[src/rtl/reg_read_addr_stage_pkg.sv]
// Shared constants and state encoding for the register-read address stage.
// Optional hazard detection is enabled by defining REG2LOC_HAZARD_EN.
package reg_read_addr_stage_pkg;

    localparam int DEF_ADDR_W = 5;
    localparam int DEF_RN_LSB = 5;
    localparam int DEF_RM_LSB = 16;
    localparam int DEF_RT_LSB = 0;
    localparam int XZR_IDX    = 31;

    typedef enum logic [1:0] {
        EMPTY = 2'd0,
        ONE   = 2'd1,
        FULL  = 2'd2
    } skidState_t;

endpackage

[src/rtl/reg_read_addr_stage_skid_buffer.sv]
// Two-entry valid/ready skid buffer: main entry drives the outputs, skid entry
// absorbs one transfer while downstream stalls.
module reg_read_addr_stage_skid_buffer
    import reg_read_addr_stage_pkg::*;
#(
    parameter int WIDTH = 8
) (
    input  logic             clk,
    input  logic             reset,
    input  logic             in_valid,
    output logic             in_ready,
    input  logic [WIDTH-1:0] in_data,
    output logic             out_valid,
    input  logic             out_ready,
    output logic [WIDTH-1:0] out_data
);

    skidState_t       state_q;
    logic [WIDTH-1:0] mainEntry_q;
    logic [WIDTH-1:0] skidEntry_q;
    logic             outValid_q;
    logic             inReady_q;
    logic             accept;
    logic             pop;

    assign accept    = in_valid && inReady_q;
    assign pop       = outValid_q && out_ready;
    assign in_ready  = inReady_q;
    assign out_valid = outValid_q;
    assign out_data  = mainEntry_q;

    // Handshake flags are registered with the state so they depend only on occupancy.
    always_ff @(posedge clk or posedge reset) begin
        if (reset) begin
            state_q     <= EMPTY;
            mainEntry_q <= '0;
            skidEntry_q <= '0;
            outValid_q  <= 1'b0;
            inReady_q   <= 1'b1;
        end else begin
            unique case (state_q)
                EMPTY: begin
                    if (accept) begin
                        mainEntry_q <= in_data;
                        outValid_q  <= 1'b1;
                        state_q     <= ONE;
                    end
                end
                ONE: begin
                    if (accept && pop) begin
                        mainEntry_q <= in_data;
                    end else if (accept) begin
                        skidEntry_q <= in_data;
                        inReady_q   <= 1'b0;
                        state_q     <= FULL;
                    end else if (pop) begin
                        outValid_q  <= 1'b0;
                        state_q     <= EMPTY;
                    end
                end
                FULL: begin
                    if (pop) begin
                        mainEntry_q <= skidEntry_q;
                        inReady_q   <= 1'b1;
                        state_q     <= ONE;
                    end
                end
                default: begin
                    outValid_q <= 1'b0;
                    inReady_q  <= 1'b1;
                    state_q    <= EMPTY;
                end
            endcase
        end
    end

endmodule

[src/rtl/reg_read_addr_stage.sv]
// Register-read address stage: picks Rn and Rm/Rt from the instruction and buffers them
// with the pipeline register. Define REG2LOC_HAZARD_EN for load-use stall detection.
module reg_read_addr_stage
    import reg_read_addr_stage_pkg::*;
#(
    parameter int PR_W   = 500,
    parameter int ADDR_W = DEF_ADDR_W,
    parameter int RN_LSB = DEF_RN_LSB,
    parameter int RM_LSB = DEF_RM_LSB,
    parameter int RT_LSB = DEF_RT_LSB
) (
    input  logic              clk,
    input  logic              reset,
    input  logic              in_valid,
    output logic              in_ready,
    input  logic [PR_W-1:0]   in_pr,
    input  logic              reg2loc,
    output logic              out_valid,
    input  logic              out_ready,
    output logic [ADDR_W-1:0] rd_addr1,
    output logic [ADDR_W-1:0] rd_addr2,
    output logic [PR_W-1:0]   out_pr,
    input  logic [ADDR_W-1:0] ex_rd,
    input  logic              ex_mem_rd,
    output logic [15:0]       stall_cnt
);

    localparam int DW = PR_W + 2 * ADDR_W;

    logic [ADDR_W-1:0] addr1;
    logic [ADDR_W-1:0] addr2;
    logic              hazard;
    logic              bufInReady;
    logic [DW-1:0]     bufOut;

    assign addr1 = in_pr[RN_LSB +: ADDR_W];
    assign addr2 = reg2loc ? in_pr[RT_LSB +: ADDR_W] : in_pr[RM_LSB +: ADDR_W];

`ifdef REG2LOC_HAZARD_EN
    logic [15:0] stallCnt_q;
    logic [15:0] stallCnt_d;

    // Writes to XZR never create a dependency.
    assign hazard = in_valid && ex_mem_rd && (ex_rd != ADDR_W'(XZR_IDX)) &&
                    ((ex_rd == addr1) || (ex_rd == addr2));

    always_comb begin
        stallCnt_d = stallCnt_q;
        if (hazard && (stallCnt_q != 16'hFFFF)) begin
            stallCnt_d = stallCnt_q + 16'd1;
        end
    end

    always_ff @(posedge clk or posedge reset) begin
        if (reset) begin
            stallCnt_q <= '0;
        end else begin
            stallCnt_q <= stallCnt_d;
        end
    end

    assign stall_cnt = stallCnt_q;
`else
    logic unusedHazardInputs;

    assign hazard             = 1'b0;
    assign stall_cnt          = '0;
    assign unusedHazardInputs = ^{ex_rd, ex_mem_rd};
`endif

    assign in_ready = bufInReady && !hazard;

    reg_read_addr_stage_skid_buffer #(
        .WIDTH(DW)
    ) u_skid (
        .clk      (clk),
        .reset    (reset),
        .in_valid (in_valid && !hazard),
        .in_ready (bufInReady),
        .in_data  ({addr1, addr2, in_pr}),
        .out_valid(out_valid),
        .out_ready(out_ready),
        .out_data (bufOut)
    );

    assign {rd_addr1, rd_addr2, out_pr} = bufOut;

endmodule
[config.mk]
export PLATFORM = sky130hd
export DESIGN_NAME = reg_read_addr_stage
export DESIGN_NICKNAME = d
export VERILOG_FILES = /design/src/rtl/reg_read_addr_stage_pkg.sv /design/src/rtl/reg_read_addr_stage_skid_buffer.sv /design/src/rtl/reg_read_addr_stage.sv
export SDC_FILE = /design/constraint.sdc
export NUM_CORES = 2
export LEC_CHECK = 0
export ABC_CLOCK_PERIOD_IN_PS = 34000
export CORE_AREA = 10 10 405 407
export DETAILED_ROUTE_END_ITERATION = 12
export DIE_AREA = 0 0 415 417
export GPL_ROUTABILITY_DRIVEN = 0
export PLACE_DENSITY = 0.55
export SETUP_SLACK_MARGIN = 0.4
export SYNTH_ARGS = -nofsm -noshare
export SYNTH_HDL_FRONTEND = slang
export SYNTH_HIERARCHICAL = 1
export SYNTH_SLANG_ARGS = --single-unit
[constraint.sdc]
create_clock -name clk -period 34 [get_ports clk]
set_input_delay 6.8 -clock clk [delete_from_list [all_inputs] [get_ports clk]]
set_output_delay 6.8 -clock clk [all_outputs]
set_load 0.02 [all_outputs]
# Yosys cells after proc, flatten, opt, wreduce, memory -nomap -nowiden
# Index checks and enable logic that the tools add are counted.
[totals]
regBits = 1024
in_bits = 511
[op_classes]
mux = 20
bitwise = 3
n_eq_ne = 10
reduce_logical = 10
[ops]
columns = ["operator", "count"]
rows = [
  ["$mux W510", 3],
  ["$pmux W510 S3", 1],
  ["$reduce_and A4 Y1", 3],
  ["$mux W2", 5],
  ["$ne A2 B1 Y1 const B", 5],
  ["$mux W1", 7],
  ["$pmux W1 S3", 2],
  ["$pmux W2 S3", 1],
  ["$mux W5", 1],
  ["$reduce_and A5 Y1", 1],
  ["$ne A2 B2 Y1 const B", 2],
  ["$logic_and A1 B1 Y1", 3],
  ["$ne A3 B1 Y1 const B", 1],
  ["$not A1 Y1", 3],
  ["$reduce_and A3 Y1", 1],
  ["$reduce_bool A3 Y1", 1],
  ["$eq A2 B1 Y1 const B", 1],
  ["$eq A2 B2 Y1 const B", 1],
  ["$logic_not A2 Y1", 1],
]

# Longest topological paths before layout
[logic_depth]
depth_word = 5
ltp_mapped = 8
mapped_depth_nobuf = 3

# Modules after synthesis
# Netlist, hierarchy kept.
[modules_own_cells]
columns = ["module", "n_inst", "cells_per_inst", "area_per_inst_um2"]
rows = [
  ["reg_read_addr_stage_skid_buffer", 1, 2747, 46333.2],
  ["reg_read_addr_stage", 1, 22, 180.2],
]

# Least setup slack after synthesis
# No wires, ideal clock.
[synth_path]
path_kind = "input -> register"
startpoint = "input port out_ready"
endpoint = "register u_skid.mainEntry_q[505], in the netlist u_skid/out_data[505]"
setup_time_ns = 0.127
path_slack_ns = 25.856
arrival_time_ns = 8.017
n_path_buf = 2
t_required_ns = 33.873
cell_stages = 5
cell_sequence = "nand4_1 o221ai_4 buf_12 buf_12 mux2_1"
[synth_via]
elab_chain_len = 4
elab_cells_between_ends = 5
cone_classes = "eq/ne (2); reduce/logical (3)"
[synth_rtl]
columns = ["element", "line_no", "source"]
rows = [
  ["from (decl)", "reg_read_addr_stage.sv:19", "input logic out_ready,"],
  ["$logic_and A1 B1 Y1 *", "reg_read_addr_stage_skid_buffer.sv:27", "assign pop = outValid_q && out_ready;"],
  ["$logic_and A1 B1 Y1", "reg_read_addr_stage_skid_buffer.sv:50", "if (accept && pop) begin"],
  ["$ne A2 B1 Y1 (no line)", "n/a", ""],
  ["$reduce_and A4 Y1 (no line) *", "n/a", ""],
  ["to (signal assigned)", "reg_read_addr_stage_skid_buffer.sv:44", "mainEntry_q <= in_data;"],
  ["to (signal assigned)", "reg_read_addr_stage_skid_buffer.sv:51", "mainEntry_q <= in_data;"],
  ["to (signal assigned)", "reg_read_addr_stage_skid_buffer.sv:63", "mainEntry_q <= skidEntry_q;"],
  ["to (decl)", "reg_read_addr_stage_skid_buffer.sv:19", "logic [WIDTH-1:0] mainEntry_q;"],
]
# Mark *: on every way between the ends. The rest lies on a longest branch, timed or not.
# A chain may end at the register's enable or synchronous reset.

# Worst setup path in the final report
[layout_path]
startpoint = "input port out_ready"
endpoint = "register u_skid.skidEntry_q[270]"
[layout_via]
elab_chain_len = 4
[layout_rtl]
columns = ["element", "line_no", "source"]
rows = [
  ["$logic_and A1 B1 Y1", "reg_read_addr_stage_skid_buffer.sv:27", ""],
  ["$logic_and A1 B1 Y1", "reg_read_addr_stage_skid_buffer.sv:50", ""],
  ["$not A1 Y1 (no line)", "n/a", ""],
  ["$reduce_and A3 Y1 (no line)", "n/a", ""],
  ["to (signal assigned)", "reg_read_addr_stage_skid_buffer.sv:53", "skidEntry_q <= in_data;"],
  ["to (decl)", "reg_read_addr_stage_skid_buffer.sv:20", "logic [WIDTH-1:0] skidEntry_q;"],
]
# No other way between the ends.

==> out/summary.txt <==
Die ar.: 0.173 mm²
HPWL after detailed placement: 103000 µm
CP max stage cell: buf_4
peak supply drop: 0.0000394 V
Register Area: 0.0256 mm²
unrepaired setup endpoints after global routing: false
Worst path max stage delay: 890 ps
Max Cap Viol: 0
H-tree level count: 3
sequential area share after synthesis: 55.1%
Clock Latency Late Sink: 730 ps
overall routing resource usage: 16.0%
setup TNS: 0 ps
relative max-transition margin: 25.2%
DIE HEIGHT: 417 µm
DRT Pass-1 Iters: 6
clock skew: 42.4 ps
layout cells sized above 1: 42.6%
type of the worst setup path: in -> reg
Clock transition at path regs: 60 ps
post_cts resized: 0
Synth top area share: 55.0%
Ports: 1039
Final setup viols: 0
Worst Setup End Kind: flop
Die Wd: 415 µm
Final Hold Viols: 0
PD cells: 43.1 mW/mm²
I/O Buffers: 1016
synthesized area: 0.0465 mm²
synth-to-layout area growth: 33.4%
Data arrival, critical path: 11980 ps
hold crit path type: reg -> reg
run status: finished, final reports clean
final worst-path setup slack: 22590 ps
Post-Syn Area per Cell: 16.8 µm²
Congestion Overflow GR: 0
Post-Place Setup Slack: 21760 ps
Clock Path Buffers: 3
Post-CTS Hold Fix Bufs: 0
first-pass GRT wire length: 208000 µm
CP Cell Sequence: clkdlybuf4s50_1 > a21boi_1 > nand3_4 > buf_4 > buf_4 > buf_4 > buf_4 > mux2_2
clock root cell: clkbuf_16
drt drc: 0
Worst Path Max Fanout: 65
final wirelength: 144000 µm
critical path's most frequent cell: buf_4
top cell type by total area after synthesis: dfrtp_1
Netlist cell types: 29
Yosys reg bits: 1024
total chip power: 2.68 mW
vias in the first global route: 28600
ranking of synthesized cells by area: dfrtp_1, mux2_2, mux2_4
nets: 4278
Num CTS Buffers: 118
Routed Antenna Nets: 0
YS warnings: 6
CTS Sinks: 1024
top achievable clock speed: 0.0877 GHz
Layout Utilization: 39.9%
Slew Limit Fails: 0
Post-Layout Cell Count: 5946
Slew @ Worst Pin: 1120 ps
CTS tree: done
fin crit period: 11410 ps
via count: 26500
critical path startpoint category: input port
Inst Count DP: 5705
period utilization: 33.5%
drt wl/cell: 24.2 µm
DR iter-0 viols: 1239
Pleak: 28.8 nW
row count: 145
largest net degree at the start of global routing: 165
Fillers: 14500
Setup Buffers After CTS: 0
Core ar.: 0.156 mm²
DR vias/cell: 4.45
Initial Utilization: 29.9%
initial antenna violation count: 40
required time worst endpoint: 34570 ps
area of the multi-input gates: 0.0192 mm²
cells after synthesis: 2769
[cell usage after synthesis (all sizes together)]
cell type and instances:
clkbuf 7, nor2b 2, a211o 1, nand3 1, nand4bb 1, buf 180
dfrtp 1023, dfstp 1, o221ai 2, inv 2, nand4 1, conb 1
a21oi 2, o21a 1, o21ai 1, a21o 1, nand2b 1, nand2 4
mux2 1535, a21boi 2
[worst max-delay path, delay by kind of cell]
family | cells | cell delay (ps)
muxes | 1 | 420
and+or+nand+nor | 1 | 450
AOI/OAI and AO/OA | 1 | 160
buffers and inverters | 5 | 3820
[layout make-up]
| class | instances | area share (%) |
|---|---|---|
| multi-input cells | 1571 | 30.9 |
| clock buffers | 189 | 5.90 |
| diodes | 20 | 0.0807 |
| inverters | 2 | 0.0182 |
| clock inverters | 32 | 0.696 |
| flip-flops and latches | 1024 | 41.3 |
| well taps | 2058 | 4.15 |
| repair buffers | 1050 | 16.9 |
[flip-flops by register name, indices dropped and copies added, names as in the netlist]
| name | flops |
|---|---|
| u_skid/state_q | 2 |
| u_skid/skidEntry_q | 510 |
| u_skid/in_ready | 1 |
| u_skid/out_data | 510 |
| u_skid/out_valid | 1 |
[cell families (layout without fill, tap and decap cells)]
group	count (synthesis)	after routing	share of synthesized area, %
DFF	1024	1024	55.1
buffers and inverters	189	1273	3.84
muxes	1535	1535	40.7
and+or+nand+nor	10	10	0.137
other	1	36	0.00806
AOI/OAI and AO/OA	10	10	0.191
[worst paths after layout]
check | slack, ps | to | cells after the start | start
setup / recovery | 22590 | u_skid/skidEntry_q[270]$_DFFE_PP0P_ | 8 | out_ready
hold / removal | 480 | u_skid/out_data[457]$_DFFE_PP0P_ | 1 | u_skid/out_data[457]$_DFFE_PP0P_
setup reg to reg | 28710 | u_skid/skidEntry_q[270]$_DFFE_PP0P_ | 7 | u_skid/state_q[1]$_DFFE_PP0P_
hold reg to reg | 480 | u_skid/out_data[457]$_DFFE_PP0P_ | 1 | u_skid/out_data[457]$_DFFE_PP0P_
max in group asynchronous | 23580 | u_skid/out_data[212]$_DFFE_PP0P_ | 6 | reset
min in group asynchronous | 6630 | u_skid/skidEntry_q[93]$_DFFE_PP0P_ | 2 | reset
[where the power goes]
| part | switching, mW | total, mW | leakage, nW | internal [mW] |
|---|---|---|---|---|
| clock | 0.537 | 1.33 | 2.02 | 0.789 |
| sequential | 0 | 1.22 | 14.3 | 1.22 |
| combinational | 0.0527 | 0.131 | 12.5 | 0.0783 |
| total | 0.589 | 2.68 | 28.8 | 2.09 |
[through the flow]
stage	hold WS [ps]	cell area, µm²
final	484	62000
after global routing	498	62000
after CTS	488	62000
after detailed placement	474	57900
after global placement	468	57900
after floorplan	474	46600
[layout by cell type (no fill, tap or decap), types with 2 or more instances in the layout]
cell             count
conb_1              16
clkbuf_1            29
clkinv_4             2
clkbuf_16          120
clkinv_2            15
diode_2             20
buf_12               6
clkinvlp_4           3
mux2_2             973
buf_4               28
clkbuf_8            40
clkinv_16            2
mux2_1             120
clkdlybuf4s50_1   1016
a21oi_1              2
nand2_1              4
bufinv_16            7
dfrtp_1           1023
mux2_4             442
inv_6                2
[layer usage]
layer | GRT usage, % | routed length (µm) | part of all wire (%)
met1 | 18.2 | 56000 | 39
met2 | 28.5 | 74700 | 52
met3 | 5.12 | 9040 | 6.3
met4 | 5.15 | 4170 | 2.9
met5 | 0 | 84 | 0.058
Power figures use the tool's default switching activity.
